==> src/rtl/grant_arbiter16.sv <==
// rtl/grant_arbiter16.sv - round-robin 16-way arbiter with hold-time limit
//
// Shares one 16-way select between up to 16 requesters. A registered grant
// index/enable pair drives a 4-to-16 decoder directly. A matching one-hot
// grant is also provided. An optional hold limit forces rotation.
//
// Ports:
//   clk        - system clock, rising edge
//   rst        - asynchronous active-high reset
//   req[15:0]  - request vector, bit i = requester i wants the resource
//   release_in - current holder is finished (only looked at while granting)
//   grant_idx  - index of the current holder (decoder select)
//   grant_en   - a grant is active (decoder enable)
//   grant      - one-hot grant, 1 << grant_idx while grant_en, else 0
//   timeout    - one-cycle pulse in the gap after a hold-limit revoke

module grant_arbiter16 #(
   parameter int HOLD_MAX = 255
) (
   input  logic        clk,
   input  logic        rst,
   input  logic [15:0] req,
   input  logic        release_in,
   output logic [3:0]  grant_idx,
   output logic        grant_en,
   output logic [15:0] grant,
   output logic        timeout
);

   typedef enum logic {IDLE, GRANT} state_t;

   localparam logic [7:0] HOLD_LIM = 8'(HOLD_MAX);
   localparam logic       LIM_EN   = (HOLD_MAX != 0);

   state_t      state_q, state_d;
   logic [3:0]  ptr_q, ptr_d;
   logic [3:0]  grant_idx_q, grant_idx_d;
   logic [7:0]  hold_cnt_q, hold_cnt_d;
   logic        timeout_q, timeout_d;

   logic [3:0]  sel_idx;
   logic [3:0]  cand;
   logic        found;
   logic        limit_hit;

   // Rotating priority search: first set request at ptr, ptr+1, ... with
   // 4-bit wrap-around doing the modulo-16.
   always_comb begin
      found   = 1'b0;
      sel_idx = ptr_q;
      cand    = 4'd0;
      for (int i = 0; i < 16; i++) begin
         cand = ptr_q + 4'(i);
         if (!found && req[cand]) begin
            found   = 1'b1;
            sel_idx = cand;
         end
      end
   end

   assign limit_hit = LIM_EN && (hold_cnt_q == HOLD_LIM);

   always_comb begin
      state_d     = state_q;
      ptr_d       = ptr_q;
      grant_idx_d = grant_idx_q;
      hold_cnt_d  = hold_cnt_q;
      timeout_d   = 1'b0;
      case (state_q)
         IDLE: begin
            if (found) begin
               grant_idx_d = sel_idx;
               hold_cnt_d  = 8'd1;
               state_d     = GRANT;
            end
         end
         GRANT: begin
            if (!req[grant_idx_q] || release_in || limit_hit) begin
               // Always pass through IDLE so consecutive owners never abut.
               state_d   = IDLE;
               ptr_d     = grant_idx_q + 4'd1;
               timeout_d = limit_hit;
            end else begin
               hold_cnt_d = hold_cnt_q + 8'd1;
            end
         end
         default: state_d = IDLE;
      endcase
   end

   always_ff @(posedge clk or posedge rst) begin
      if (rst) begin
         state_q     <= IDLE;
         ptr_q       <= 4'd0;
         grant_idx_q <= 4'd0;
         hold_cnt_q  <= 8'd0;
         timeout_q   <= 1'b0;
      end else begin
         state_q     <= state_d;
         ptr_q       <= ptr_d;
         grant_idx_q <= grant_idx_d;
         hold_cnt_q  <= hold_cnt_d;
         timeout_q   <= timeout_d;
      end
   end

   assign grant_idx = grant_idx_q;
   assign grant_en  = (state_q == GRANT);
   assign grant     = grant_en ? (16'h0001 << grant_idx_q) : 16'h0000;
   assign timeout   = timeout_q;

endmodule

==> config.mk <==
export PLATFORM = sky130hd
export DESIGN_NAME = grant_arbiter16
export DESIGN_NICKNAME = d
export VERILOG_FILES = /design/src/rtl/grant_arbiter16.sv
export SDC_FILE = /design/constraint.sdc
export NUM_CORES = 1
export LEC_CHECK = 0
export CORE_AREA = 2 2 89 91
export DETAILED_ROUTE_END_ITERATION = 7
export DIE_AREA = 0 0 91 93
export HOLD_SLACK_MARGIN = 0.08
export PLACE_DENSITY = 0.65
export SYNTH_ARGS = -nofsm -noshare
export SYNTH_HDL_FRONTEND = slang
export SYNTH_SLANG_ARGS = --single-unit
==> constraint.sdc <==
create_clock -name clk -period 11 [get_ports clk]
set_input_delay 2.2 -clock clk [delete_from_list [all_inputs] [get_ports clk]]
set_output_delay 2.2 -clock clk [all_outputs]
set_load 0.05 [all_outputs]
==> flow_summary.ini, run 1 <==
[finish]
drive_gt1_share_pct = 12.8
nets = 441
syn_to_final_growth_pct = 15.9
diodes = 0

[global_routing]
antenna_found_initial = 0
track_usage_pct = 22.9
grt_pass1_vias = 3052
grt_overflow = 0
grt_max_degree = 30
grt_pass1_wl_mm = 15.7

[cts]
cts_sinks = 18
clockBufferDepth = 2
path_clk_slew_ns = 0.07
worstSkewPairLatency_ns = 0.26
cts_tree = yes
cts_setup_buffers = 0
cts_buffers = 3
cts-htree-levels = 1
cts_resized = 0
ctsHoldBuffers = 0
root_buffer = clkbuf_8

[worst_hold_path]
hp-start = hold_cnt_q[7]
min_path_type = register to register
hold_depth = 1
min_to = hold_cnt_q[7]

[floorplan]
die_w_um = 91
ios = 41
core-area_sq_um = 7530
chipHeight_um = 93
placementRows = 32
initial_core_util_pct = 43.6
die_area_sq_um = 8460

[route]
post_drt_wl_per_cell_um = 19.1
drt-total-wl_mm = 9.71
drt_iter0_markers = 261
vias_per_cell = 6.43
drt_pass1_iterations = 5
antenna_left = 0
remaining_drc_errors = 0
vias = 3274

[timing]
setup_tns_ns = 0
fmax_ghz = 0.176
finClkSkew_ns = 0.00409
tightest_slew_ns = 0.887
rsz0062_at_grt = no
setup_violations = 0
maxSlewViolCount = 0
relSlewSlack_pct = 40.7
fin_crit_ns = 5.67
hold_violations = 0
fin_crit_sh_pct = 51.6

[worst_setup_path]
worstPathRequired_ns = 11.18
worstSetupPathType = primary input to register
crit_arrival_ns = 5.85
ff2ff_path_depth = 12
cp_slowest_stage_delay_ns = 0.56
r2r_setup_slack_ns = 5.67
worstPathMaxFanout = 15
rr_startpoint = ptr_q[1]
critPathSlowestCell = mux4_2
startpoint_type = primary input
end_kind = register
worst_r2r_endpoint = grant_idx[1]
cp_cell_sequence = clkdlybuf4s50_1 > mux4_2 > mux2_4 > a211oi_4 > or3b_4 > nor4_4 > a41oi_2 > nand3_1 > o21ai_0 > a31oi_1

[run_status]
status = completed

[placed_design]
dp_hpwl_mm = 7.48
port-buffer-count = 40
gp_congestion = 0.913

[yosys]
syn_area_sq_um = 3280
ys_ff_latch = 18
synth_cells = 378
synth_edf_count = 0
syn_avg_cell_area_sq_um = 8.69
async_flop_share_pct = 100
synth_nets = 411
synth_warnings = 0
ys_types = 63
ys.flop_type = dfrtp_1
seq_area_frac_synth_pct = 13.7

[run]
maxCapViolCount = 0
worst max-delay path: cells and delay by family:
family	cells	cell delay [ns]
muxes	2	0.88
buffers and inverters	1	0.52
AOI/OAI and AO/OA	4	1.15
and+or+nand+nor	3	1.09
sequential cells by signal, summed over array words and instances, names as in the netlist:
register	count
ptr_q	4
grant_en	1
timeout	1
hold_cnt_q	8
grant_idx	4
logic make-up after synthesis:
kind of cell | after synthesis | share of synthesized area (%)
AO/OA/AOI/OAI | 99 | 20.4
AND/OR/NAND/NOR | 130 | 19.6
XOR/XNOR | 15 | 4.00
adder cells (fa/ha/maj) | 14 | 5.34
flip-flops | 18 | 13.7
multiplexers | 60 | 31.6
buffers and inverters | 42 | 5.41
metrics by stage:
step | setup WS, ns | utilization, % | hold slack [ns] | area, sq um | instances
final | 5.33 | 50.5 | 0.495 | 3800 | 509
after global routing | 5.15 | 50.5 | 0.523 | 3800 | 509
after CTS | 5.37 | 50.5 | 0.491 | 3800 | 509
after detailed placement | 5.10 | 49.8 | 0.481 | 3750 | 505
after global placement | 5.19 | 49.8 | 0.473 | 3750 | 505
after floorplan | 6.06 | - | 0.447 | 3280 | 378
area by class of cell:
type	count	area [sq um]
Tap cell	102	128
Sequential cell	18	450
Clock buffer	4	55.1
Multi-Input combinational cell	318	2660
Fill cell	732	3720
Inverter	23	86.3
Timing Repair Buffer	44	430
Yosys cell counts (2+ instances only):
master	instances	area share [%]
nor2_1	42	4.8
nand2_1	33	3.8
mux4_2	30	21
a21oi_1	24	3.7
inv_1	22	2.5
mux2i_1	21	6.4
o21ai_0	21	3.2
dfrtp_1	18	14
ha_1	14	5.3
nand3_1	13	2.0
and3_1	9	1.7
clkbuf_1	8	0.91
nor3_1	8	1.2
xor2_1	8	2.1
buf_2	7	1.1
xnor2_1	7	1.9
a211oi_1	6	1.4
a31oi_1	6	1.1
a22oi_1	5	1.1
mux2_2	5	1.7
a211o_1	4	1.1
nor2b_1	4	0.76
o22ai_1	4	0.76
mux4_1	3	2.4
nand4_1	3	0.57
o211ai_1	3	0.69
o31ai_1	3	0.69
or3_1	3	0.57
a21boi_0	2	0.46
a221oi_1	2	0.53
and3b_1	2	0.53
buf_1	2	0.23
nor3b_1	2	0.46
nor4b_1	2	0.53
o21a_1	2	0.46
o2bb2ai_1	2	0.53
o32ai_1	2	0.53
per-layer routing:
metal / wire length [um] / vias to the layer above / global-route usage [%]
li1: - / 1514 / -
met5: 0 / - / 0
met3: 501 / 18 / 2.18
met2: 4630 / 145 / 38.0
met4: 276 / 0 / 6.94
met1: 4300 / 1597 / 32.0
layout by cell type, fill, tap and decap left out, drive strengths merged, types with 2 or more instances in the layout:
cell type / count
nand3: 13
o21ai: 22
clkdlybuf4s50: 40
nor2b: 4
inv: 22
and3b: 2
nor2: 42
a21oi: 24
ha: 14
clkbuf: 4
o2bb2ai: 2
xor2: 8
o22ai: 4
or3: 3
a211o: 4
o31ai: 3
nand2: 33
a211oi: 7
a221oi: 2
a21boi: 2
xnor2: 7
nor3b: 2
o211ai: 4
o32ai: 2
mux4: 33
mux2: 6
dfrtp: 18
or2: 2
nor4b: 2
a41oi: 2
o21a: 2
buf: 4
a31oi: 6
a22oi: 5
and3: 9
mux2i: 21
nor3: 8
nand4: 3
worst max-delay path by stage:
stage / startpoint / to / slack (ns) / depth (start not counted)
6_report: req[4] / grant_idx[1] / 5.33 / 10
3_3_place_gp: req[5] / grant_idx[1] / 5.19 / 10
3_5_place_dp: req[4] / grant_idx[1] / 5.10 / 10
4_1_cts: req[4] / grant_idx[1] / 5.37 / 10
5_1_grt: req[4] / hold_cnt_q[7] / 5.15 / 10
2_1_floorplan: req[5] / grant_idx[2] / 6.06 / 9
Power of run 1 is not shown: default switching activity piles up to over one toggle a cycle in this logic, so the estimate is an artifact.
==> run 2, diff against run 1 <==
PLACE_DENSITY = 0.68   (was 0.65)
clock period = 4.81 ns   (was 11 ns; I/O delays follow)
==> flow_summary.ini, run 2 (same netlist as run 1, synthesis figures left out) <==
[timing]
setup_tns_ns = 0
fmax_ghz = 0.231
relSlewSlack_pct = 50.1
rsz0062_at_grt = no
fin_crit_sh_pct = 89.8
maxSlewViolCount = 0
fin_crit_ns = 4.32
finClkSkew_ns = 0.00146
setup_violations = 0
tightest_slew_ns = 0.746
hold_violations = 0
holdWs_ns = 0.502

[placed_design]
gp_congestion = 0.971
dp_cells = 514
dp_hpwl_mm = 7.77
port-buffer-count = 40

[global_routing]
antenna_found_initial = 0
grtUsageMet1_pct = 31.7
grtUsageMet2_pct = 38.9
use_met3_pct = 3.06
grt_max_degree = 28
grt_pass1_vias = 3096
grt_pass1_wl_mm = 16.2
grt_overflow = 0
grt-busiest-layer = met2
track_usage_pct = 23.6

[floorplan]
die_w_um = 91
initial_core_util_pct = 43.6
die_area_sq_um = 8460
placementRows = 32
core-area_sq_um = 7530
ios = 41
chipHeight_um = 93

[worst_setup_path]
crit_arrival_ns = 4.47
ff2ff_path_depth = 11
worstPathMaxFanout = 15
end_kind = register
worstSetupPathType = primary input to register
worstPathRequired_ns = 4.96
startpoint_type = primary input

[finish]
syn_to_final_growth_pct = 17.9
layout_commonest_cell = nor2_1
fillers = 726
drive_gt1_share_pct = 14.7
nets = 450
final_cell_mix = nor2_1 (42), clkdlybuf4s50_1 (40), nand2_1 (33)
largest_reg_flops = 8
instances_no_fill = 518
diodes = 0
regMostFlops = hold_cnt_q

[route]
vias = 3288
drt-total-wl_mm = 9.86
antenna_left = 0
vias_per_cell = 6.35
post_drt_wl_per_cell_um = 19.0
drt_pass1_iterations = 5
remaining_drc_errors = 0
drt_iter0_markers = 326

[cts]
cts_buffers = 3
cts_resized = 0
cts_sinks = 18
ctsHoldBuffers = 0
worstSkewPairLatency_ns = 0.25
path_clk_slew_ns = 0.07
cts_tree = yes
cts_setup_buffers = 0
root_buffer = clkbuf_8
cts-htree-levels = 1
clockBufferDepth = 2

[run]
maxCapViolCount = 0

[run_status]
status = completed

[worst_hold_path]
min_path_type = register to register
hold_depth = 1
-- run 2: cell count changes in the layout (fill, tap and decap cells not counted), sizes merged --
cell,change
buf,+9
-- run 2: layout make-up --
type,count,area [sq um],share of cell area (%)
Timing Repair Buffer,53,498,12.9
Clock buffer,4,55.1,1.42
Tap cell,102,128,3.30
Multi-Input combinational cell,318,2660,68.6
Inverter,23,86.3,2.23
Sequential cell,18,450,11.6
-- run 2: worst max-delay path: stages --
cell and delay [ns]:
clkdlybuf4s50_1 0.53, mux4_2 0.57, mux2_2 0.31, mux2_2 0.37, or3b_4 0.42, nor4_4 0.38
a41oi_2 0.45, nor2_1 0.27, o21ai_0 0.13, o31ai_1 0.08
-- run 2: stage by stage --
step | worst slack (ns) | util, % | cell area, sq um
5_1_grt | 0.334 | 51.4 | 3870
3_5_place_dp | 0.254 | 50.7 | 3820
3_3_place_gp | 0.341 | 50.7 | 3820
6_report | 0.490 | 51.4 | 3870
2_1_floorplan | 0.122 | - | 3280
4_1_cts | 0.495 | 51.4 | 3870
-- run 2: metal layers --
metal,vias up,wire length (um)
met2,143,4720
li1,1528,-
met4,0,394
met1,1588,4170
met5,-,0
met3,29,581
-- run 2: worst paths after layout --
path                               start             to  slack (ns)
min                        hold_cnt_q[7]  hold_cnt_q[7]        0.50
max in group asynchronous            rst       ptr_q[1]        3.23
min in group asynchronous            rst        timeout        1.12
max reg2reg                     ptr_q[0]  hold_cnt_q[7]        0.58
max                               req[4]  hold_cnt_q[7]        0.49
min reg2reg                hold_cnt_q[7]  hold_cnt_q[7]        0.50
Power of run 2 is left out for the same reason.
==> run 3, diff against run 2 <==
PLACE_DENSITY = 0.65   (was 0.68)
clock period = 4.5 ns   (was 4.81 ns; I/O delays follow)
==> flow_summary.ini, run 3 (same netlist as run 1, synthesis figures left out) <==
[global_routing]
grt_pass1_vias = 3132
antenna_found_initial = 0
track_usage_pct = 23.8
grt_pass1_wl_mm = 16.3
grt_max_degree = 29
grt_overflow = 0

[worst_hold_path]
hold_depth = 1
min_path_type = register to register

[finish]
nets = 456
largest_reg_flops = 8
drive_gt1_share_pct = 16.1
fillers = 739
layout_commonest_cell = nor2_1
diodes = 0
instances_no_fill = 524
regMostFlops = hold_cnt_q
syn_to_final_growth_pct = 19.4
final_cell_mix = nor2_1 (42), clkdlybuf4s50_1 (40), nand2_1 (33)

[worst_setup_path]
cp_cell_sequence = clkdlybuf4s50_1 > mux4_2 > mux2_4 > a211oi_4 > or3b_4 > nor4_4 > a41oi_2 > buf_4 > nor2_1 > a31oi_1
r2r_setup_slack_ns = 0.50
worst_r2r_endpoint = grant_idx[3]
cp.depth = 10
cp_slowest_stage_delay_ns = 0.61
ff2ff_path_depth = 11
critPathSlowestCell = mux4_2
worstSetupPathType = primary input to register
crit_path_start = req[5]
critical_path_buf_inv_count = 2
end_kind = register
cp_top_family = multiplexers
crit_arrival_ns = 4.27
startpoint_type = primary input
worstPathMaxFanout = 11
crit_path_end = grant_idx[2]
rr_startpoint = ptr_q[0]
worstPathRequired_ns = 4.64

[run]
maxCapViolCount = 0

[cts]
cts_buffers = 3
path_clk_slew_ns = 0.07
cts_setup_buffers = 0
cts_tree = yes
ctsHoldBuffers = 0
cts_resized = 0
worstSkewPairLatency_ns = 0.25
cts_sinks = 18
cts-htree-levels = 1
clockBufferDepth = 2
root_buffer = clkbuf_8

[run_status]
status = completed

[timing]
tightest_slew_ns = 0.724
fmax_ghz = 0.242
setup_violations = 0
rsz0062_at_grt = no
maxSlewViolCount = 0
holdWs_ns = 0.485
finClkSkew_ns = 0.00111
setup_tns_ns = 0
hold_violations = 0
relSlewSlack_pct = 51.6
fin_crit_sh_pct = 91.9
fin_crit_ns = 4.14

[floorplan]
placementRows = 32
die_w_um = 91
chipHeight_um = 93
die_area_sq_um = 8460
initial_core_util_pct = 43.6
core-area_sq_um = 7530
ios = 41

[route]
post_drt_wl_per_cell_um = 19.2
vias_per_cell = 6.39
vias = 3346
drt-total-wl_mm = 10.1
antenna_left = 0
drt_pass1_iterations = 5
remaining_drc_errors = 0
drt_iter0_markers = 196

[placed_design]
port-buffer-count = 40
dp_hpwl_mm = 7.94
dp_cells = 520
gp_congestion = 0.900
## run 3: cell types whose count changed in the layout (fill, tap and decap cells not counted), sizes merged
cell,previous run,this run
buf,13,19
## run 3: area by class of cell
class	instances	area, sq um	share of cell area [%]
Timing Repair Buffer	59	543	13.9
Inverter	23	87.6	2.23
Multi-Input combinational cell	318	2660	67.8
Sequential cell	18	450	11.5
Clock buffer	4	55.1	1.40
Tap cell	102	128	3.26
## run 3: layer usage
metal / wire, um / global-route usage [%]
met1: 4240 / 32.1
met2: 4900 / 39.8
met3: 566 / 2.74
met4: 374 / 8.21
met5: 0 / 0
## run 3: worst min-delay path by stage
stage,startpoint,end,slack [ns]
floorplan,hold_cnt_q[7],hold_cnt_q[7],0.45
finish,hold_cnt_q[7],hold_cnt_q[7],0.49
CTS,hold_cnt_q[7],hold_cnt_q[7],0.49
global placement,hold_cnt_q[7],hold_cnt_q[7],0.48
global route,hold_cnt_q[7],hold_cnt_q[7],0.52
detailed placement,hold_cnt_q[7],hold_cnt_q[7],0.47
## run 3: stage by stage
stage | instance area [sq um] | util [%] | setup slack (ns)
floorplan | 3290 | - | 0.0915
global placement | 3860 | 51.3 | 0.130
detailed placement | 3860 | 51.3 | 0.112
CTS | 3920 | 52.1 | 0.397
global route | 3920 | 52.1 | 0.176
finish | 3920 | 52.1 | 0.365
Power of run 3 is left out for the same reason.
==> variant: new RTL, settings of run 1 <==
The output `timeout` loses its register stage (`timeout_q` becomes a continuous assignment).
--- a/src/rtl/grant_arbiter16.sv
+++ b/src/rtl/grant_arbiter16.sv
@@ -95,5 +95,4 @@
          grant_idx_q <= 4'd0;
          hold_cnt_q  <= 8'd0;
-         timeout_q   <= 1'b0;
       end else begin
          state_q     <= state_d;
@@ -101,7 +100,8 @@
          grant_idx_q <= grant_idx_d;
          hold_cnt_q  <= hold_cnt_d;
-         timeout_q   <= timeout_d;
       end
    end
+
+   assign timeout_q = timeout_d;
 
    assign grant_idx = grant_idx_q;
Check against the original RTL: no difference found for any inputs over 4 cycles, from zero or initial values and one cycle with rst high; that may be too few to reach the edited logic, so the function may still have changed.
==> variant against run 1 <==
Routed wire length rose by 8.3%; cell area grew 3.4%; sequential cell count down 1; final cell count stayed put; area after synthesis rose by 5.0%; sequential share of layout area shrank 1.0 points; core utilization increased by 1.7 points; register-to-register slack got worse by 230 ps; count of clock-buffer cells in the layout is 1 lower; hold slack improved by 45 ps; setup slack lost 360 ps; critical path type unchanged; critical endpoint is now hold_cnt_q[4]; highest routed layer unchanged.
Power is left out: the tool's default activity adds up to more than one toggle a clock period on the data nets, which glitch-free logic cannot reach.
==> variant: results (changes against run 1) <==
The cell at the slowest stage of the critical path was or4_1 (was mux4_2). The endpoint of the worst hold path is hold_cnt_q[6] (was hold_cnt_q[7]). The length in cells of the worst reg-to-reg path came out at 11 (was 12). The estimated wirelength of the detail-placed design is 7.96 mm (was 7.48 mm). The register-to-register setup slack came to 5440 ps (was 5670 ps).

The number of instances resized during post-cts repair came out at 0 (unchanged). The overall track demand over capacity in global routing was 24.1% (was 22.9%). The iteration-0 DRC count of the detailed router came to 221 (was 261). The delay of the slowest cell on the worst path is 720 ps (was 560 ps). The end of the worst register-to-register path was hold_cnt_q[4] (was grant_idx[1]). The remaining max-slew budget at the tightest pin was 22.8% (was 40.7%). Main area contributors after synthesis: mux4_2 24%, dfrtp_1 12%, mux2i_1 7.6% (was mux4_2 21%, dfrtp_1 14%, mux2i_1 6.4%).

The number of standard cells after synthesis came to 383 (was 378). Post-synth top cells: 37 x mux4_2, 36 x nand2_1, 35 x nor2_1 (was 42 x nor2_1, 33 x nand2_1, 30 x mux4_2). The count of different cell masters after synthesis is 65 (was 63).

The routed wire length is 10.5 mm (was 9.71 mm). The largest clock skew in the final design came to 2.02 ps (was 4.09 ps). Run status: finished, final reports clean (unchanged). The via count of the first global-routing pass came out at 3126 (was 3052). The reg-to-reg critical path startpoint is ptr_q[0] (was ptr_q[1]).

The data arrival time of the critical path is 6130 ps (was 5850 ps). The timing startpoint of the critical path is req[10] (was req[4]). The average wire per standard cell is 20.6 um (was 19.1 um). The routability congestion estimate is 0.929 (was 0.913). The total via count in the routed design came out at 3365 (was 3274). The share of layout cells above drive strength 1 came to 16.0% (was 12.8%). The highest net fanout along the worst path is 12 (was 15). The gate family responsible for the most delay along the worst path is simple AND/OR/NAND/NOR gates (was compound AO/OA/AOI/OAI gates). The detailed-routed wire length on met2 came out at 4.98 mm (was 4.63 mm). The number of cells on the worst hold path was 2 (was 1).

The proportion of synthesized chip area in sequential cells is 12.3% (was 13.7%). The wire length of the first global-routing pass is 16.4 mm (was 15.7 mm). The worst hold path startpoint is hold_cnt_q[6] (was hold_cnt_q[7]). The number of nets produced by synthesis is 416 (was 411). The total length of routed met3 wires came out at 567 um (was 501 um).
## variant: area by class of cell
cell class	instances	area, um2
fillers	724	3590
well taps	102	128
clock inverters	1	5.00
clock buffers	3	41.3
repair buffers	44	430
inverters	16	60.1
flip-flops and latches	17	425
multi-input cells	326	2840
## variant: worst max path at each step
stage,slack [ps],cells after the start,to
2_1_floorplan,5790,9,grant_idx[2]
3_3_place_gp,4770,9,hold_cnt_q[7]
4_1_cts,5010,9,hold_cnt_q[4]
5_1_grt,4750,9,hold_cnt_q[7]
3_5_place_dp,4740,9,hold_cnt_q[4]
6_report,4970,9,hold_cnt_q[4]
## variant: per-layer routing
layer  global-route usage [%]  vias up
li1                         -     1527
met1                     32.1     1645
met2                     40.7      158
met3                     2.18       35
met4                     9.09        0
met5                        0        -
## variant: kinds of logic (layout without fill, tap and decap cells)
group,count (synthesis),after routing,share of synthesized area [%]
AND/OR/NAND/NOR,135,135,20.2
AO/OA/AOI/OAI,85,85,17.0
multiplexers,73,73,35.4
buffers and inverters,40,64,5.16
XOR/XNOR,19,19,4.83
flip-flops,17,17,12.3
adder cells (fa/ha/maj),14,14,5.08
## variant: through the flow
stage | hold WS, ps | cell area (um2) | setup slack, ps
5_1_grt | 589 | 3930 | 4750
3_3_place_gp | 523 | 3890 | 4770
3_5_place_dp | 520 | 3890 | 4740
6_report | 540 | 3930 | 4970
2_1_floorplan | 497 | 3450 | 5790
4_1_cts | 538 | 3930 | 5010
## variant: worst reg2reg max path, delay by kind of cell (launching register included)
kind | cells | cell delay [ps]
adder cells (fa/ha/maj) | 1 | 900
buffers and inverters | 2 | 700
multiplexers | 2 | 1330
AND/OR/NAND/NOR | 4 | 1580
flip-flops | 1 | 330
AO/OA/AOI/OAI | 1 | 380
XOR/XNOR | 1 | 170
